## src/rtl/uart_byte_rx_pkg.sv

```systemverilog
// Shared definitions for the 8N1 UART byte receiver.
// State encodings, oversampling constants and the bit voter.
package uart_byte_rx_pkg;

  typedef enum logic [2:0] {
    WAIT_IDLE,
    IDLE,
    START,
    DATA,
    STOP
  } rx_state_t;

  localparam int          OVERSAMPLE   = 16;
  localparam int          DEF_CLK_FREQ = 50_000_000;
  localparam logic [3:0]  SAMPLE_LO    = 4'd6;
  localparam logic [3:0]  SAMPLE_HI    = 4'd8;
  localparam logic [3:0]  SUB_LAST     = 4'(OVERSAMPLE - 1);
  localparam logic [2:0]  BIT_LAST     = 3'd7;

  function automatic logic maj3(input logic [2:0] v);
    return (v[0] & v[1]) | (v[0] & v[2]) | (v[1] & v[2]);
  endfunction

endpackage

```

## src/rtl/uart_byte_rx_baud_tick.sv

```systemverilog
// Oversampling divider: one tick every BPS_DR+1 clocks while run is high.
// Dropping run clears the divider so the next run starts phase-aligned.
module uart_baud_tick #(
  parameter int BPS_DR = 26
) (
  input  logic clk,
  input  logic reset_n,
  input  logic run,
  output logic tick
);

  localparam logic [15:0] TERM = 16'(BPS_DR);

  logic [15:0] div_cnt;

  always_ff @(posedge clk or negedge reset_n) begin
    if (!reset_n) begin
      div_cnt <= 16'd0;
    end else if (!run || div_cnt == TERM) begin
      div_cnt <= 16'd0;
    end else begin
      div_cnt <= div_cnt + 16'd1;
    end
  end

  assign tick = run && (div_cnt == TERM);

endmodule

```

## src/rtl/uart_byte_rx.sv

```systemverilog
// 8N1 UART receiver: 2-FF sync, 16x oversampling, 3-sample majority vote.
// Delivers one byte with a 1-cycle rx_done, or a 1-cycle frame_err.
module uart_byte_rx
  import uart_byte_rx_pkg::*;
#(
  parameter int CLK_FREQ = DEF_CLK_FREQ,
  parameter int baud     = 115200,
  parameter int BPS_DR   = CLK_FREQ / (baud * OVERSAMPLE) - 1
) (
  input  logic       clk,
  input  logic       reset_n,
  input  logic       uart_rx,
  output logic [7:0] data,
  output logic       rx_done,
  output logic       frame_err
);

  logic       rx_meta;
  logic       rx_s;
  rx_state_t  state;
  logic [3:0] sub_cnt;
  logic [3:0] idle_cnt;
  logic [2:0] bit_idx;
  logic [2:0] samp;
  logic [7:0] shreg;
  logic       run;
  logic       tick;
  logic       in_frame;
  logic       in_win;
  logic       mid;
  logic       last;
  logic       vote;

  always_ff @(posedge clk or negedge reset_n) begin
    if (!reset_n) begin
      rx_meta <= 1'b1;
      rx_s    <= 1'b1;
    end else begin
      rx_meta <= uart_rx;
      rx_s    <= rx_meta;
    end
  end

  // Divider free-runs in WAIT_IDLE; held cleared in IDLE
  assign run = (state != IDLE);

  uart_baud_tick #(
    .BPS_DR (BPS_DR)
  ) u_baud (
    .clk     (clk),
    .reset_n (reset_n),
    .run     (run),
    .tick    (tick)
  );

  assign in_frame = (state == START) || (state == DATA) || (state == STOP);
  assign in_win   = tick && (sub_cnt >= SAMPLE_LO) && (sub_cnt <= SAMPLE_HI);
  assign mid      = tick && (sub_cnt == SAMPLE_HI);
  assign last     = tick && (sub_cnt == SUB_LAST);
  // The third vote sample is the live rx_s on the SAMPLE_HI tick
  assign vote     = maj3({samp[1:0], rx_s});

  always_ff @(posedge clk or negedge reset_n) begin
    if (!reset_n) begin
      state     <= WAIT_IDLE;
      sub_cnt   <= 4'd0;
      idle_cnt  <= 4'd0;
      bit_idx   <= 3'd0;
      samp      <= 3'd0;
      shreg     <= 8'h00;
      data      <= 8'h00;
      rx_done   <= 1'b0;
      frame_err <= 1'b0;
    end else begin
      rx_done   <= 1'b0;
      frame_err <= 1'b0;
      if (in_frame && tick) begin
        sub_cnt <= sub_cnt + 4'd1;
      end
      if (in_frame && in_win) begin
        samp <= {samp[1:0], rx_s};
      end
      unique case (state)
        WAIT_IDLE: begin
          if (!rx_s) begin
            idle_cnt <= 4'd0;
          end else if (tick) begin
            if (idle_cnt == SUB_LAST) begin
              idle_cnt <= 4'd0;
              state    <= IDLE;
            end else begin
              idle_cnt <= idle_cnt + 4'd1;
            end
          end
        end
        IDLE: begin
          sub_cnt <= 4'd0;
          if (!rx_s) begin
            state <= START;
          end
        end
        START: begin
          if (mid && vote) begin
            state <= IDLE;
          end else if (last) begin
            state   <= DATA;
            bit_idx <= 3'd0;
          end
        end
        DATA: begin
          if (mid) begin
            shreg <= {vote, shreg[7:1]};
          end
          if (last) begin
            if (bit_idx == BIT_LAST) begin
              state <= STOP;
            end else begin
              bit_idx <= bit_idx + 3'd1;
            end
          end
        end
        STOP: begin
          // Leave at mid-stop so a back-to-back start edge is not missed
          if (mid) begin
            if (vote) begin
              data    <= shreg;
              rx_done <= 1'b1;
              state   <= IDLE;
            end else begin
              frame_err <= 1'b1;
              state     <= WAIT_IDLE;
            end
          end
        end
        default: begin
          state <= WAIT_IDLE;
        end
      endcase
    end
  end

endmodule

```

## config.mk

```make
export PLATFORM = sky130hd
export DESIGN_NAME = uart_byte_rx
export DESIGN_NICKNAME = d
export VERILOG_FILES = /design/src/rtl/uart_byte_rx_pkg.sv /design/src/rtl/uart_byte_rx_baud_tick.sv /design/src/rtl/uart_byte_rx.sv
export SDC_FILE = /design/constraint.sdc
export NUM_CORES = 1
export LEC_CHECK = 0
export ABC_CLOCK_PERIOD_IN_PS = 2200
export CAP_MARGIN = 5
export CORE_ASPECT_RATIO = 0.6
export CORE_MARGIN = 2
export CORE_UTILIZATION = 59
export DETAILED_ROUTE_END_ITERATION = 7
export GPL_ROUTABILITY_DRIVEN = 0
export PLACE_DENSITY = 0.77
export SLEW_MARGIN = 25
export SYNTH_ARGS = -nofsm -noshare
export SYNTH_HDL_FRONTEND = slang
export SYNTH_SLANG_ARGS = --single-unit
export TNS_END_PERCENT = 20
```

## constraint.sdc

```tcl
create_clock -name clk -period 2.2 [get_ports clk]
set_input_delay 0.55 -clock clk [delete_from_list [all_inputs] [get_ports clk]]
set_output_delay 0.55 -clock clk [all_outputs]
set_load 0.01 [all_outputs]
```

==> metrics <==
Ports=13; most common flop cell mapped by yosys=dfrtp_1; Max Fanout on Critical Path=8; met2 usage=30.8%; final setup TNS=0 ps; Core Area=4210 um^2; CTS clk-pin slew, worst paths=100 ps; largest net degree at the start of global routing=34; # hold bufs at CTS=0; worst-case clock buffer depth=2; met3 GRT Util=under 10%; cell area after synthesis=2650 um^2; crit-path cells=nor4_2 -> and4_1 -> nand2_4 -> nor3_4 -> mux2_2; status=finished, final reports clean; fin crit share=92.3%; critical path capture point type=register; DRT Wirelength=5510 um; Crit Path Class=register to register; Startpoint Class=register; fill count=318; Fmax=493 MHz; final setup vio count=0; GRT Max-Usage Layer=met1; Detailed Place HPWL=3980 um; Post-DRT Antenna Nets=0; crit path time final=2030 ps; syn_nets=266; area of the multi-input gates=~1300 um^2; Async SR Flop Fraction=100%; IO buf count=12; P&R area growth vs syn=13.9%; ranking of synthesized cells by area=dfrtp_1, mux2_2, nor2_1; initial antenna violation count=0; Via Count=1988; GRT Total Usage=23.2%; Reg area=1300 um^2; average wire per standard cell=16.3 um; Post-Synthesis Cells=256; crit-path max cell delay=450 ps; HP Class=input port to async pin; grt total ovfl=0; Via density=5.86; P_leak=1.37 nW; site row count=18; Nets=288; TritonCTS clock tree=done; Post-synth EDFFs=0; synthesis-stage register bit count=52; top-area cell type share of the netlist area=47.2%; largest area contributor in the netlist=dfrtp_1; Global Route met1 Usage=37.9%; PwrDens=~500 nW/um^2; Iter 0 DRT Violations=248; ant diodes=0; sequential fraction of the synthesis area=49.2%; Clock Tree Root=clkbuf_8; Finished Layout Cells=between 300 and 400; Cell variety after synth=46; Max Slew Vio Count=0; vias in the first global route=1767; Peak VDD IR=0.000313 V; Chip Height=around 56 um; Worst EP required=~2400 ps; r2r setup slk=170 ps; placed cells=331; DIE WIDTH=90.5 um; H-tree depth=2; initial core utilization=a little over three fifths; Worst Path Arrival=between 2000 and 2500 ps; Clock Latency Late Sink=310 ps; Least-Margin Pin Slew=497 ps; final hold vios=0; first-pass GRT wire length=9160 um; warnings from Yosys=0; Avg Cell Area, Syn=between 10 and 15 um^2; CP max-delay cell=dfrtp_1; clock sink total=52; max cap viols=0; RSZ-0062 raised after global routing=false; share of post-route cells with drive strength above 1=about 20%; Rel. slew slack=between 60% and 70%; Fin Clk Skew=7.39 ps; DR pass1 iterations=5; die area=5060 um^2; total power=1.55 mW; DRC viols=0; total CTS buffers=5
-- layer usage --
layer	share of wire (%)	wire length [um]	up-vias
li1	-	-	964
met1	51	2830	937
met2	40	2200	78
met3	7.5	413	9
met4	1.4	75	0
met5	0	0	-
-- state kept, by name, indices dropped and copies added, names as in the netlist --
signal          count
sub_cnt             4
rx_meta             1
rx_done             1
u_baud.div_cnt     16
shreg               8
frame_err           1
state               3
rx_s                1
samp                2
bit_idx             3
data                8
idle_cnt            4
-- critical path: cells and delay by family (launching register included) --
family / cells / cell delay, ps
flip-flops: 1 / 450
multiplexers: 1 / 390
AND/OR/NAND/NOR: 4 / 1080
-- path summary, 6_finish.rpt --
path / from / end / cells after the start
setup / recovery: u_baud.div_cnt[5]$_DFF_PN0_ / shreg[4]$_DFFE_PN0P_ / 5
hold reg to reg: rx_meta$_DFF_PN1_ / rx_s$_DFF_PN1_ / 0
hold / removal: reset_n / u_baud.div_cnt[5]$_DFF_PN0_ / 1
setup reg to reg: u_baud.div_cnt[5]$_DFF_PN0_ / shreg[4]$_DFFE_PN0P_ / 5
min in group clk: rx_meta$_DFF_PN1_ / rx_s$_DFF_PN1_ / 0
max in group asynchronous: reset_n / rx_s$_DFF_PN1_ / 2
-- cell usage after synthesis, types with 2 or more instances --
| master | number |
|---|---|
| maj3_1 | 2 |
| nand2_1 | 21 |
| o221ai_1 | 2 |
| mux2_2 | 20 |
| inv_1 | 6 |
| o31ai_1 | 2 |
| nor2_1 | 28 |
| o22ai_1 | 5 |
| o2111ai_1 | 2 |
| xnor2_1 | 5 |
| xor2_1 | 9 |
| and4_1 | 2 |
| nor4_2 | 2 |
| a31oi_1 | 3 |
| nand4_1 | 4 |
| ha_1 | 7 |
| nor3_1 | 5 |
| and3_1 | 6 |
| a22o_1 | 2 |
| dfstp_2 | 2 |
| nand3_1 | 16 |
| clkbuf_1 | 8 |
| dfrtp_1 | 50 |
| buf_2 | 3 |
| a21oi_1 | 12 |
| a311oi_1 | 2 |
| o21ai_0 | 8 |
| nor3b_1 | 4 |
-- final cells by class --
| type | count | area share (%) |
|---|---|---|
| Clock buffer | 5 | 2.28 |
| Clock inverter | 3 | 0.829 |
| Inverter | 6 | 0.746 |
| Multi-Input combinational cell | 186 | 42.5 |
| Sequential cell | 52 | 43.2 |
| Tap cell | 60 | 2.49 |
| Timing Repair Buffer | 27 | 7.96 |
-- cell usage in the layout (no fill, tap or decap), types with 3 or more instances in the layout --
cell / count
dfrtp_1: 50
nor2_1: 28
nand2_1: 21
mux2_2: 20
nand3_1: 16
buf_4: 14
a21oi_1: 12
clkdlybuf4s50_1: 11
xor2_1: 9
o21ai_0: 8
ha_1: 7
inv_1: 6
and3_1: 6
xnor2_1: 5
nor3_1: 5
o22ai_1: 5
clkbuf_8: 5
nand4_1: 4
nor3b_1: 3
a31oi_1: 3
-- report_power, final --
part | switching [mW] | internal (mW)
clock network | 0.334 | 0.232
registers | 0.00256 | 0.958
logic | 0.0205 | 0.00639
total | 0.357 | 1.20
-- logic make-up (layout without fill, tap and decap cells) --
group / Yosys count / in the layout / share of synthesized area, %
buf+inv: 18 / 41 / 2.83
flops: 52 / 52 / 49.2
simple gates: 100 / 100 / 20.4
compound gates: 43 / 43 / 10.4
xor+xnor: 14 / 14 / 4.63
mux: 20 / 20 / 8.50
fa+ha+maj: 9 / 9 / 4.06
-- stage by stage --
step           util, %  setup WS [ps]  instance area (um^2)  hold WS [ps]
2_1_floorplan        -            270                  2650           254
3_3_place_gp      69.2            191                  2910           346
3_5_place_dp      69.2            122                  2910           348
4_1_cts           71.4           91.7                  3010           200
5_1_grt           71.7           37.5                  3020           217
6_report          71.7            170                  3020           190
-- repair_timing --
item / in CTS / in global routing
gates resized for setup: 0 / 2
buffers inserted: 0 / 0
endpoints found under the setup margin: 0 / 4
(Power assumes the default switching activity.)
